===== config.mk =====
export PLATFORM = sky130hd
export DESIGN_NAME = unit_phase_sequencer
export DESIGN_NICKNAME = d
export VERILOG_FILES = /design/src/rtl/unit_phase_sequencer.sv
export SDC_FILE = /design/constraint.sdc
export NUM_CORES = 1
export LEC_CHECK = 0
export BUFFER_PORTS_ARGS = -buffer_cell sky130_fd_sc_hd__buf_4
export CAP_MARGIN = 20
export CORE_MARGIN = 1.5
export CORE_UTILIZATION = 49
export DETAILED_ROUTE_END_ITERATION = 8
export PLACE_DENSITY = 0.74
export REMOVE_ABC_BUFFERS = 1
export SYNTH_ARGS = -nofsm -noshare
export SYNTH_HDL_FRONTEND = slang
export SYNTH_SLANG_ARGS = --single-unit

===== constraint.sdc =====
create_clock -name clk_in -period 1.8 [get_ports clk_in]
set_input_delay 0.09 -clock clk_in [delete_from_list [all_inputs] [get_ports clk_in]]
set_output_delay 0.09 -clock clk_in [all_outputs]
set_load 0.05 [all_outputs]

===== src/rtl/unit_phase_sequencer.sv =====
// Layer phase sequencer: runs a forward (and optionally backward) propagation pass.
// It drives registered enables and a gated oscillator to every unit in the layer.
module unit_phase_sequencer #(
    parameter int unsigned FD_CYCLES = 4,
    parameter int unsigned BK_CYCLES = 4,
    parameter int unsigned OSC_DIV   = 2
) (
    input  logic        clk_in,
    input  logic        rst_in,
    input  logic        start_in,
    input  logic        train_in,
    input  logic        abort_in,
    output logic        oscillator,
    output logic        fd_prop,
    output logic        bk_prop,
    output logic        busy_out,
    output logic        done_out,
    output logic [2:0]  phase_out,
    output logic [15:0] pass_count_out
);

    typedef enum logic [2:0] {
        S_IDLE   = 3'd0,
        S_FWD    = 3'd1,
        S_SETTLE = 3'd2,
        S_BWD    = 3'd3,
        S_DONE   = 3'd4
    } state_t;

    localparam logic [7:0] FD_LAST  = 8'(FD_CYCLES - 1);
    localparam logic [7:0] BK_LAST  = 8'(BK_CYCLES - 1);
    localparam logic [7:0] DIV_LAST = 8'(OSC_DIV - 1);

    state_t      state_q, state_d;
    logic [7:0]  cnt_q, cnt_d;
    logic [7:0]  div_q, div_d;
    logic        train_q, train_d;
    logic [15:0] pass_cnt_q, pass_cnt_d;
    logic        osc_q, osc_d;
    logic        fd_q, fd_d;
    logic        bk_q, bk_d;
    logic        busy_q, busy_d;
    logic        done_q, done_d;
    logic [2:0]  phase_q, phase_d;

    always_ff @(posedge clk_in) begin
        if (!rst_in) begin
            state_q    <= S_IDLE;
            cnt_q      <= 8'd0;
            train_q    <= 1'b0;
            pass_cnt_q <= 16'd0;
        end else begin
            state_q    <= state_d;
            cnt_q      <= cnt_d;
            train_q    <= train_d;
            pass_cnt_q <= pass_cnt_d;
        end
    end

    always_comb begin
        state_d    = state_q;
        train_d    = train_q;
        pass_cnt_d = pass_cnt_q;
        if (state_q != S_IDLE && abort_in) begin
            state_d = S_IDLE;
        end else begin
            unique case (state_q)
                S_IDLE: begin
                    // abort_in outranks start_in even while idle
                    if (start_in && !abort_in) begin
                        state_d = S_FWD;
                        train_d = train_in;
                    end
                end
                S_FWD:    if (cnt_q == FD_LAST) state_d = train_q ? S_SETTLE : S_DONE;
                S_SETTLE: state_d = S_BWD;
                S_BWD:    if (cnt_q == BK_LAST) state_d = S_DONE;
                S_DONE: begin
                    state_d    = S_IDLE;
                    pass_cnt_d = pass_cnt_q + 16'd1;
                end
                default:  state_d = S_IDLE;
            endcase
        end
        cnt_d = (state_d != state_q || state_q == S_IDLE) ? 8'd0 : cnt_q + 8'd1;
    end

    // Outputs are decoded from the next state so they line up with state_q.
    always_comb begin
        osc_d   = 1'b0;
        div_d   = 8'd0;
        fd_d    = (state_d == S_FWD);
        bk_d    = (state_d == S_BWD);
        busy_d  = (state_d != S_IDLE);
        done_d  = (state_d == S_DONE);
        phase_d = state_d;
        if ((state_d == S_FWD || state_d == S_BWD) && state_d == state_q) begin
            if (div_q == DIV_LAST) begin
                div_d = 8'd0;
                osc_d = ~osc_q;
            end else begin
                div_d = div_q + 8'd1;
                osc_d = osc_q;
            end
        end
    end

    always_ff @(posedge clk_in) begin
        if (!rst_in) begin
            osc_q   <= 1'b0;
            div_q   <= 8'd0;
            fd_q    <= 1'b0;
            bk_q    <= 1'b0;
            busy_q  <= 1'b0;
            done_q  <= 1'b0;
            phase_q <= 3'd0;
        end else begin
            osc_q   <= osc_d;
            div_q   <= div_d;
            fd_q    <= fd_d;
            bk_q    <= bk_d;
            busy_q  <= busy_d;
            done_q  <= done_d;
            phase_q <= phase_d;
        end
    end

    assign oscillator     = osc_q;
    assign fd_prop        = fd_q;
    assign bk_prop        = bk_q;
    assign busy_out       = busy_q;
    assign done_out       = done_q;
    assign phase_out      = phase_q;
    assign pass_count_out = pass_cnt_q;

endmodule


# ---- Word-level counts from Yosys, hierarchy flattened
# Index checks and enable logic that the tools add are counted.
dict set report word_totals {
  regBits 41
  inputBits 5
  output_inout_bits 24
  wordCells 48
}
dict set report op_classes {
  addsub 3
  n_eq_ne 11
  muxes 6
  bitwise_logic 4
  reduce_logical 14
}
# operator count
set op_table {}
lappend op_table {{$add A16 B1 Y16 const B} 1}
lappend op_table {{$add A8 B1 Y8 const B} 2}
lappend op_table {{$mux W3} 5}
lappend op_table {{$pmux W3 S4} 1}
lappend op_table {{$eq A3 B2 Y1 const B} 3}
lappend op_table {{$eq A8 B1 Y1 const B} 1}
lappend op_table {{$eq A8 B2 Y1 const B} 1}
lappend op_table {{$eq A3 B1 Y1 const B} 2}
lappend op_table {{$eq A3 B3 Y1 const B} 2}
lappend op_table {{$reduce_bool A3 Y1} 2}
lappend op_table {{$not A1 Y1} 4}
lappend op_table {{$reduce_and A2 Y1} 2}
lappend op_table {{$eq A3 B3 Y1} 1}
lappend op_table {{$logic_and A1 B1 Y1} 3}
lappend op_table {{$logic_not A3 Y1} 1}
lappend op_table {{$ne A3 B3 Y1} 1}
lappend op_table {{$reduce_and A3 Y1} 1}
lappend op_table {{$reduce_or A3 Y1} 1}
lappend op_table {{$logic_or A1 B1 Y1} 2}
lappend op_table {{$reduce_or A2 Y1} 1}
lappend op_table {{$logic_not A1 Y1} 1}

# ---- Logic depth before layout (Yosys ltp)
dict set report logic_depth {
  depth_word 10
  ltp_mapped 6
}

# ---- Worst setup path before layout
# Ideal clock, no wire load.
dict set report synth_path {
  path_kind {flip-flop to flip-flop}
  start {register, netlist name phase_out[1]}
  end {register pass_cnt_q[14] (netlist: pass_count_out[14])}
  arrival_ps 1989
  required_ps 1730
  path_slack_ps -259
  path_stages_with_launch 6
  path_cell_list {dfxtp_1 > buf_2 > nor4b_4 > nand2_4 > or4_1 > a21oi_1}
}
# element line_no
set synth_lines {}
lappend synth_lines {{end signal: assignment} 56} ;# pass_cnt_q <= pass_cnt_d;
lappend synth_lines {{end: declaration} 38} ;# logic [15:0] pass_cnt_q, pass_cnt_d;

# ---- Worst setup path in the final report
dict set report layout_path {
  start {register cnt_q[0]}
  end {register phase_q[1] (netlist: phase_out[1])}
}
dict set report layout_between {
  elab_chain_cells 4
  elab_cells_between_ends 5
  classes_between {eq/ne (1); mux (4)}
}
# element line_no
set layout_lines {}
lappend layout_lines {{start: declaration} 35} ;# logic [7:0] cnt_q, cnt_d;
lappend layout_lines {{start signal: assignment} 54} ;# cnt_q <= cnt_d;
lappend layout_lines {{$eq A8 B2 Y1 *} {75, 77}}
lappend layout_lines {{$mux W3, on equally long branches} {77, 75}}
lappend layout_lines {{$pmux W3 S4 *} 67} ;# unique case (state_q)
lappend layout_lines {{$mux W3 *} 64} ;# if (state_q != S_IDLE && abort_in) begin
lappend layout_lines {{end signal: assignment} 124} ;# phase_q <= phase_d;
lappend layout_lines {{end: declaration} 44} ;# logic [2:0] phase_q, phase_d;
# Every way passes the cells marked *; elsewhere a longest branch is shown, timed or not.
# A chain may end at the register's enable or synchronous reset.

==> metrics.md <==
| Metric | Value |
|---|---|
| Status | completed |
| Register area share after synthesis | 48.09% |
| Setup Fix Bufs, Post-CTS | 0 |
| Most used cells in the layout excluding fill and tap cells | buf_4, dfxtp_1, nor2_1 |
| Worst Tran Pin Value | 0.5149 ns |
| Worst rel slew slack | 65.63% |
| Top_reg_cell synth | dfxtp_1 |
| First-pass GRT wire length | 5533 um |
| Starting Density | 51.14% |
| Int Pwr | 1.121 mW |
| Worst EP required | 2.04 ns |
| Initial DRC count | 113 |
| Mean Syn Cell Area | 9.429 sq um |
| DP Cell Count | 266 |
| Placed Area | 2069 sq um |
| HPWL Detailed | 2559 um |
| Synth Instances | 181 |
| DIE HEIGHT | 62.02 um |
| Initial antenna violation count | 0 |
| GRT Util Overall | 19.67% |
| Clock buffer count from CTS | 5 |
| Reg area | 822.0 sq um |
| Final setup fails | 0 |
| Bufs on Longest Clock Path | 2 |
| Core area | 3337 sq um |
| Final wirelength | 3503 um |
| I/O pins | 29 |
| Layout fillers | 290 |
| Switching part of the total power | 22.02% |
| Worst path cell trace | ha_1 -> or4b_4 -> nand4bb_1 -> mux2i_1 -> nor2_1 |
| Wire per inst | 12.74 um |
| Smallest setup slack after layout | 0.1072 ns |
| Clk pwr share | 32.1% |
| Largest net degree at the start of global routing | 17 |
| Skew final | 0.01223 ns |
| Max Fclk | 0.5907 GHz |
| EDFF count, synth | 0 |
| GP Congestion | 0.8029 |
| Final Net Count | 238 |
| Max Cap Viol | 0 |
| First-pass DRT Iterations | 4 |
| Dpl ws | -0.07691 ns |
| N_diodes | 0 |
| HP Class | in -> reg |
| Die ar. | 3846 sq um |
| RSZ-0062 raised after global routing | no |
| Reg2reg start | cnt_q[0] |
| Clock tree from TritonCTS | done |
| Crit Path Max Fanout | 4 |
| Worst path slowest cell | or4b_4 |
| Clock insertion delay at the later pin of the skew report | 0.34 ns |
| Final Max Slew Viols | 0 |
| Clk slew on worst S/H paths | 0.11 ns |
| Leak | 0.8986 nW |
| Share of flip-flops with an asynchronous set or reset | 0% |
| Area of the multi-input gates | 885.9 sq um |
| Final period util | 94.04% |
| Seq cells post-synth | 41 |
| Hold_sp | start_in |
| Comb power frac | 4.2% |
| CP top delay family | simple AND/OR/NAND/NOR gates |
| Vias per cell | 5.236 |
| Layout area overhead | 27.93% |
| Post-synthesis cell type count | 33 |
| Post-route cell area | 2183 sq um |
| Post-Layout Cell Count | 275 |
| Setup TNS | 0 ns |
| Port buffer count | 28 |
| Vias in the first global route | 1277 |
| Minimum clock period | 1.693 ns |
| Pwr Density | 658.3 nW/um^2 |
| Total grt overflow | 0 |
| Crit path launch | cnt_q[0] |
| Sw Pwr | 316.5 uW |
| Count of final hold-check violations | 0 |
| Setup CP Type | reg -> reg |
| Flop pwr share | 63.7% |
| CP max stage delay | 0.49 ns |
| Htree depth | 2 |
| Commonest non-fill, non-tap cell in the layout | buf_4 |
| Mapped Area | 1707 sq um |
| CP Launch Type | flop |
| Yosys warns | 0 |
| Worst vdd ir | 0.4859 mV |
| Die width | 62.02 um |
| Critical Path End Type | flop |
| Critical Path AT | 1.93 ns |
| Buf+Inv Stages, Crit Path | 0 |
| Layout cell share with drive strength beyond 1 | 25.76% |
| Placement Rows | 21 |
| CTS root buf | clkbuf_4 |
| Antenna-violating nets left | 0 |
| DRC viols | 0 |
| Via count | 1440 |
| Sink Count | 41 |
cell usage after synthesis, drive strengths merged, types with 3 or more instances:
library cell  number  area share (%)
inv                6             1.3
a21oi              7             2.1
nand4              4             1.5
nand2              7             2.1
nand3             15             4.4
xor2              16             8.2
xnor2              5             2.6
mux2i              4             2.3
or3                3             1.1
dfxtp             41              48
o21ai              3            0.88
o31ai              4             1.8
and3               6             2.2
nor2              32             7.0
ha                 4             2.9
or4                4             1.8
sequential cells by signal (all words and copies together), names as in the netlist:
register,cells
done_out,1
oscillator,1
phase_out,3
busy_out,1
fd_prop,1
cnt_q,8
pass_count_out,16
train_q,1
div_q,8
bk_prop,1
worst register-to-register path: stages (launching register included):
cell and delay, ns:
dfxtp_1 0.37, ha_1 0.18, or4b_4 0.49, nand4bb_1 0.30
mux2i_1 0.20, nor2_1 0.05
cells by family after synthesis:
kind of cell,synth area share (%)
and+or+nand+nor,27.27
DFF,48.09
xor gates and xnor gates,10.78
AOI/OAI and AO/OA,6.232
buffers and inverters,2.346
muxes,2.346
adders and majority gates,2.933
through the flow:
step           hold WS [ns]  power, mW  util [%]
2_1_floorplan        0.2339     0.9672         -
3_3_place_gp         0.3274     0.9903     62.02
3_5_place_dp         0.3317     0.9920     62.02
4_1_cts             0.01692      1.454     64.83
5_1_grt             0.02044      1.490     65.43
6_report            0.01897      1.437     65.43
power by group through the flow:
stage	Clock (mW)	Combinational (mW)	Sequential, mW
after floorplan	0	0.0191	0.948
after global placement	0	0.0545	0.936
after detailed placement	0	0.0559	0.936
after CTS	0.479	0.0591	0.916
after global routing	0.508	0.0648	0.917
final	0.462	0.0601	0.915
metal layers:
| metal | track usage [%] | vias up | wire length (um) | part of all wire (%) |
|---|---|---|---|---|
| li1 | - | 726 | - | - |
| met4 | 8.815 | 0 | 57 | 1.6 |
| met3 | 5.590 | 8 | 139 | 4.0 |
| met2 | 33.48 | 26 | 1823 | 52 |
| met1 | 22.83 | 680 | 1483 | 42 |
| met5 | 0 | - | 0 | 0 |
path summary, 6_finish.rpt:
| kind | endpoint | slack [ns] | cells past startpoint |
|---|---|---|---|
| worst max-delay path | phase_out[1] | 0.11 | 5 |
| worst min-delay path | busy_out | 0.02 | 2 |
| worst max register to register | phase_out[1] | 0.11 | 5 |
| worst min register to register | cnt_q[0] | 0.46 | 1 |
repair_timing:
item	in CTS	in global routing
hold buffers	1	0
endpoints found under the hold margin	1	0
pin swaps	1	2
setup endpoints to repair	19	18
gates resized for setup	5	4
gates cloned	1	0
layout make-up:
type | count | share of cell area, %
Multi-Input combinational cell | 130 | 40.57
Sequential cell | 41 | 37.65
Timing Repair Buffer | 45 | 15.59
Tap cell | 46 | 2.636
Clock buffer | 7 | 2.521
Inverter | 6 | 1.032
Note: power is estimated with default switching activity, not from simulation.
